File: config.mk
export PLATFORM = sky130hd
export DESIGN_NAME = key_exp_word
export DESIGN_NICKNAME = d
export VERILOG_FILES = /design/src/rtl/key_exp_word.sv
export SDC_FILE = /design/constraint.sdc
export NUM_CORES = 1
export LEC_CHECK = 0
export CORE_MARGIN = 4
export CORE_UTILIZATION = 40
export CTS_CLUSTER_DIAMETER = 120
export DETAILED_ROUTE_END_ITERATION = 7
export PLACE_DENSITY = 0.74
export SLEW_MARGIN = 20
export SYNTH_ARGS = -nofsm -noshare
export SYNTH_HDL_FRONTEND = slang
export SYNTH_SLANG_ARGS = --single-unit
File: constraint.sdc
create_clock -name clk_in -period 15.27 [get_ports clk_in]
set_clock_uncertainty 0.2 [all_clocks]
set_input_delay 4.581 -clock clk_in [delete_from_list [all_inputs] [get_ports clk_in]]
set_output_delay 4.581 -clock clk_in [all_outputs]
set_load 0.005 [all_outputs]
File: src/rtl/key_exp_word.sv
// Word-generation stage of the AES key schedule. Each counter step produces w[i]
// from a sliding window of the last Nk words, and packs the words into round keys.
module key_exp_word #(
  parameter int KEY_W = 256,
  parameter int IDX_W = 6
) (
  input  logic             clk_in,
  input  logic             rst_in,
  input  logic [1:0]       conf_in,
  input  logic             load_in,
  input  logic [KEY_W-1:0] key_in,
  input  logic             step_in,
  input  logic [IDX_W-1:0] i_in,
  input  logic [2:0]       imodk_in,
  input  logic             last_in,
  output logic [31:0]      sbox_word_out,
  input  logic [31:0]      sbox_word_in,
  output logic [31:0]      word_out,
  output logic [IDX_W-1:0] word_idx_out,
  output logic             word_valid_out,
  output logic [127:0]     rk_out,
  output logic [3:0]       rk_idx_out,
  output logic             rk_valid_out,
  output logic             done_out,
  output logic             err_out
);

  typedef enum logic {IDLE, RUN} state_t;

  state_t           state;
  logic [2:0]       nk_m1;       // Nk-1: 3, 5 or 7
  logic [31:0]      win [8];     // win[0] = w[i-1], win[nk_m1] = w[i-Nk]
  logic [31:0]      rk_buf [3];  // words 0..2 of the round key being assembled
  logic [IDX_W-1:0] exp_idx;
  logic [2:0]       exp_mod;
  logic [7:0]       rcon;
  logic             rk1_pend;

  logic [31:0]      kw [8];
  logic [31:0]      ld_win [8];
  logic [2:0]       ld_nk_m1;
  logic [31:0]      t;
  logic [31:0]      temp;
  logic [31:0]      new_word;
  logic [IDX_W-1:0] last_idx;
  logic             rot_sel;
  logic             sub_sel;
  logic             step_ok;
  logic             step_bad;

  always_comb begin
    // NOTE: every variable gets a value before any conditional, so no latch can be inferred.
    for (int j = 0; j < 8; j++) begin
      kw[j] = key_in[KEY_W-1-32*j -: 32];
    end
    case (conf_in)
      2'd1:    ld_nk_m1 = 3'd5;
      2'd2:    ld_nk_m1 = 3'd7;
      default: ld_nk_m1 = 3'd3;
    endcase
    // Load the newest key word into win[0] so the window reads back in schedule order.
    for (int k = 0; k < 8; k++) begin
      ld_win[k] = '0;
      if (3'(k) <= ld_nk_m1) ld_win[k] = kw[ld_nk_m1 - 3'(k)];
    end
  end

  assign t        = win[0];
  assign rot_sel  = (imodk_in == 3'd0);
  assign sub_sel  = (nk_m1 == 3'd7) && (imodk_in == 3'd4);
  assign sbox_word_out = rot_sel ? {t[23:0], t[31:24]} : t;
  assign temp     = rot_sel ? (sbox_word_in ^ {rcon, 24'h0}) :
                    sub_sel ? sbox_word_in : t;
  assign new_word = win[nk_m1] ^ temp;
  assign last_idx = IDX_W'({nk_m1, 2'b00}) + IDX_W'(31);

  assign step_ok  = step_in && (state == RUN) && (i_in == exp_idx) && (imodk_in == exp_mod);
  assign step_bad = step_in && !step_ok;

  always_ff @(posedge clk_in) begin
    if (rst_in) begin
      state          <= IDLE;
      nk_m1          <= 3'd3;
      exp_idx        <= '0;
      exp_mod        <= '0;
      rcon           <= 8'h01;
      rk1_pend       <= 1'b0;
      // NOTE: the window and packer are small register files, so clearing them on reset is cheap and keeps sbox_word_out at 0.
      for (int k = 0; k < 8; k++) win[k] <= '0;
      for (int k = 0; k < 3; k++) rk_buf[k] <= '0;
      word_out       <= '0;
      word_idx_out   <= '0;
      word_valid_out <= 1'b0;
      rk_out         <= '0;
      rk_idx_out     <= '0;
      rk_valid_out   <= 1'b0;
      done_out       <= 1'b0;
      err_out        <= 1'b0;
    end else begin
      word_valid_out <= 1'b0;
      rk_valid_out   <= 1'b0;
      done_out       <= 1'b0;
      rk1_pend       <= 1'b0;
      if (load_in) begin
        state        <= RUN;
        nk_m1        <= ld_nk_m1;
        exp_idx      <= IDX_W'(ld_nk_m1) + IDX_W'(1);
        exp_mod      <= '0;
        rcon         <= 8'h01;
        err_out      <= 1'b0;
        for (int k = 0; k < 8; k++) win[k] <= ld_win[k];
        rk_out       <= {kw[0], kw[1], kw[2], kw[3]};
        rk_idx_out   <= '0;
        rk_valid_out <= 1'b1;
        rk1_pend     <= (ld_nk_m1 == 3'd7);
        // Key words 4/5 are the head of rk1 when Nk=6; otherwise they are overwritten before use.
        rk_buf[0]    <= kw[4];
        rk_buf[1]    <= kw[5];
        rk_buf[2]    <= kw[6];
      end else begin
        if (rk1_pend) begin
          rk_out       <= {win[3], win[2], win[1], win[0]};
          rk_idx_out   <= 4'd1;
          rk_valid_out <= 1'b1;
        end
        if (step_bad) err_out <= 1'b1;
        if (step_ok) begin
          win[0] <= new_word;
          for (int k = 1; k < 8; k++) win[k] <= win[k-1];
          word_out       <= new_word;
          word_idx_out   <= i_in;
          word_valid_out <= 1'b1;
          exp_idx        <= exp_idx + IDX_W'(1);
          exp_mod        <= (exp_mod == nk_m1) ? 3'd0 : exp_mod + 3'd1;
          if (rot_sel) rcon <= {rcon[6:0], 1'b0} ^ (rcon[7] ? 8'h1b : 8'h00);
          case (i_in[1:0])
            2'd0: rk_buf[0] <= new_word;
            2'd1: rk_buf[1] <= new_word;
            2'd2: rk_buf[2] <= new_word;
            default: begin
              rk_out       <= {rk_buf[0], rk_buf[1], rk_buf[2], new_word};
              rk_idx_out   <= i_in[IDX_W-1:2];
              rk_valid_out <= 1'b1;
            end
          endcase
          if (last_in) begin
            done_out <= 1'b1;
            state    <= IDLE;
            if (i_in != last_idx) err_out <= 1'b1;
          end
        end
      end
    end
  end

endmodule

==> run summary <==
• 0.62 ns — clk_lat worst skew
• 11 — antenna violations before repair
• 31700 um2 — post-synthesis cell area
• 6 — number of detailed-route iterations in the first pass
• 290 um — die outline width
• 352 — number of flops mapped to enable cells by yosys
• 37400 um2 — instance area at placement
• 0 — Yosys Warn Count
• 6.51 — number of vias per cell
• 290 um — vertical die dimension
• 3303 — synthesized netlist cell count
• 33.3% — share of Yosys cell area claimed by the top area cell type
• 0 — max-cap check violation count
• 50.6% — Post-Route Utilization
• 49 — distinct cell type count after synthesis
• 3612 — Post-Synthesis Net Count
• primary input — kind of launch point of the worst setup path
• sky130_fd_sc_hd__nand2_1 — cell with the most instances after synthesis
• 30600 — overall via count from detail_route
• 510 — total I/O pin count
• 28.1 um — WL/cell
• 26 — largest fanout on the critical path
• 11.89 ns — minimum clock period
• 7.60% — fraction of layout instances using a drive strength above 1
• 83800 um2 — DIE AREA
• 174 — pin count of the biggest net entering global routing
• 1.17 ns — Tightest Pin Transition
• 0.52 ns — delay of the slowest critical-path stage
• 0 — Post-CTS Hold Buffers
• 13.8 nW — leakage power
• 0 — Setup violations, final
• 3 — CP bufs+invs
• output port — nature of the critical path endpoint
• 78000 um2 — core region area
• 100 nW/um2 — power per cell area
• 0 — Fin. Hold Viols
• 0 — Slew Viols, Final
• 0% — share of synthesized registers carrying an async set or reset
• 84.1 MHz — fmax
• 29200 — via count of the first global-routing pass
• 0.0817 mV — maximum VDD drop
• 192000 um — wire length of the first global-routing pass
• 0 — count of cells resized by post-cts repair
• clkdlybuf4s50_1, or2_2, nor2_4, buf_4, nand2_1, nand2_1, clkdlybuf4s50_1 — list of cells traversed by the critical path
• 0 — number of setup buffers added after CTS
• buffers and inverters — CP delay by family, top
• 4691 — non-filler instance count after layout
• done — clock tree from TritonCTS
• 24.3% — synthesis-to-finish area growth
• 10.49 ns — endpoint required time on the critical path
• sky130_fd_sc_hd__edfxtp_1 — cell type with the highest aggregate area in the netlist
• sky130_fd_sc_hd__edfxtp_1, sky130_fd_sc_hd__dfxtp_1, sky130_fd_sc_hd__mux2i_1, sky130_fd_sc_hd__mux4_2, sky130_fd_sc_hd__nand2_1 — leading cell types by total area after synthesis
• 0.911 — GP Congestion
• 40.7% — starting utilization of the core area
• sky130_fd_sc_hd__clkbuf_16 — cell at the root of the clock tree
• 4571 — placed cell count
• finished clean — outcome
• 60 — number of buffers added by the clock tree synthesis step
• primary input to output port — kind of critical path
• 0 — total gr overflow
• 3902 — Final Net Count
• 0.06 ns — clock-pin slew reported for the worst setup and hold paths after clock tree synthesis
• sky130_fd_sc_hd__clkdlybuf4s50_1 — Worst path slowest cell
• 509 — port buffer count
• no — setup repair after global routing missed its margin
• 549 — number of sinks on the clock net
• sky130_fd_sc_hd__edfxtp_1 — commonest register cell after synthesis
• 7.11 ns — data arrival at the endpoint of the critical path
• 4660 — detailed router's first-iteration violation count
• 82700 um — HPWL after detailed placement
• 0 — Antenna Violating Nets Remaining
• 77.9% — share of the clock period used by the worst path
• 102 — number of placement rows
• 30.1% — total track usage
• 0 — drt drc
• flop to flop — Hold Crit Class
• 549 — Seq cells post-synth
• sky130_fd_sc_hd__nand2_1, sky130_fd_sc_hd__edfxtp_1, sky130_fd_sc_hd__clkbuf_1, sky130_fd_sc_hd__mux2i_1, sky130_fd_sc_hd__o21ai_0 — most used standard cells in the synthesized netlist
• 0 ns — Setup TNS
• 2 — H-tree levels
• 9.60 um2 — average size of a mapped cell
• 39400 um2 — Final Cell Area
• 3 — buffers from clock root to sink, at most
• 45.8% — sequential share of the synthesized area
• 132000 um — Routed Wire Length
• 22.2% — max-slew headroom at the worst pin
• 7000 — filler cell count
[cells in the final DEF (no fill, tap or decap), types with 28 or more instances in the layout]
cell                              instances
sky130_fd_sc_hd__a211oi_1               132
sky130_fd_sc_hd__o2bb2ai_1               64
sky130_fd_sc_hd__nor2b_1                125
sky130_fd_sc_hd__buf_4                   39
sky130_fd_sc_hd__clkbuf_16               66
sky130_fd_sc_hd__a21oi_1                208
sky130_fd_sc_hd__mux4_2                 104
sky130_fd_sc_hd__nand2_1                517
sky130_fd_sc_hd__o22ai_1                 63
sky130_fd_sc_hd__edfxtp_1               352
sky130_fd_sc_hd__o21ai_0                235
sky130_fd_sc_hd__mux2i_1                250
sky130_fd_sc_hd__o31ai_1                129
sky130_fd_sc_hd__nor2_1                 168
sky130_fd_sc_hd__or3_1                   28
sky130_fd_sc_hd__clkdlybuf4s50_1        507
sky130_fd_sc_hd__dfxtp_1                194
sky130_fd_sc_hd__nand3_1                193
[metrics by stage]
stage	hold WS, ns	total power [W]	setup WS [ns]
after floorplan	0.257	0.00210	4.61
after global placement	0.260	0.00244	3.48
after detailed placement	0.270	0.00245	3.40
after CTS	0.276	0.00393	3.38
after global routing	0.292	0.00405	3.26
final	0.277	0.00394	3.38
[kinds of logic (layout without fill, tap and decap cells)]
| kind of cell | count (synthesis) | after routing | share of synthesized area (%) |
|---|---|---|---|
| AND/OR/NAND/NOR | 1145 | 1145 | 16.4 |
| AO/OA/AOI/OAI | 901 | 901 | 17.8 |
| flip-flops | 549 | 549 | 45.8 |
| multiplexers | 354 | 354 | 15.3 |
| buffers and inverters | 333 | 674 | 4.11 |
| XOR/XNOR | 16 | 16 | 0.442 |
| adder cells (fa/ha/maj) | 5 | 5 | 0.197 |
| other | 0 | 7 | 0 |
[registers in the layout (all words and copies together), names as in the netlist, 2 cells and up, named ones only]
register	cells
nk_m1	2
rk_out	128
exp_idx	6
win	256
rk_idx_out	4
rk_buf	96
rcon	8
exp_mod	3
word_out	32
word_idx_out	6
[worst reg2reg max path, cell delays in order (launching register included)]
cell and delay [ns]:
sky130_fd_sc_hd__dfxtp_1 0.37, sky130_fd_sc_hd__xor2_1 0.20, sky130_fd_sc_hd__or4_1 0.67, sky130_fd_sc_hd__nor4_2 0.38, sky130_fd_sc_hd__buf_12 0.60, sky130_fd_sc_hd__nand3_4 0.94, sky130_fd_sc_hd__buf_4 0.61, sky130_fd_sc_hd__o21ai_0 0.34
[path summary, 6_finish.rpt]
kind                            slack [ns]        start           endpoint  cells after the start
worst max-delay path                  3.38  imodk_in[0]  sbox_word_out[11]                      7
worst max register to register       10.78   exp_mod[1]       rk_buf[0][8]                      7
worst min-delay path                  0.28  word_out[6]        word_out[6]                      2
worst min register to register        0.28  word_out[6]        word_out[6]                      2
[final cells by class]
type	instances	area, um2	share of cell area, %
Multi-Input combinational cell	2421	16100	40.7
Sequential cell	549	14500	36.8
Clock inverter	21	179	0.454
Inverter	9	40.0	0.102
Tap cell	1040	1300	3.30
Antenna cell	7	17.5	0.0444
Timing Repair Buffer	552	5470	13.9
Clock buffer	92	1830	4.64
[layer usage]
metal	GRT usage [%]	routed length, um	part of all wire (%)
met1	39.2	48200	37
met2	46.9	59300	45
met3	8.67	18300	14
met4	12.8	6160	4.7
met5	0	34	0.026
[report_power, final]
group | leakage (nW) | internal (W) | switching (W)
clock | 0.986 | 0.000860 | 0.000642
sequential | 5.41 | 0.00169 | 0.000100
combinational | 7.45 | 0.000288 | 0.000361
(Power assumes the default switching activity.)
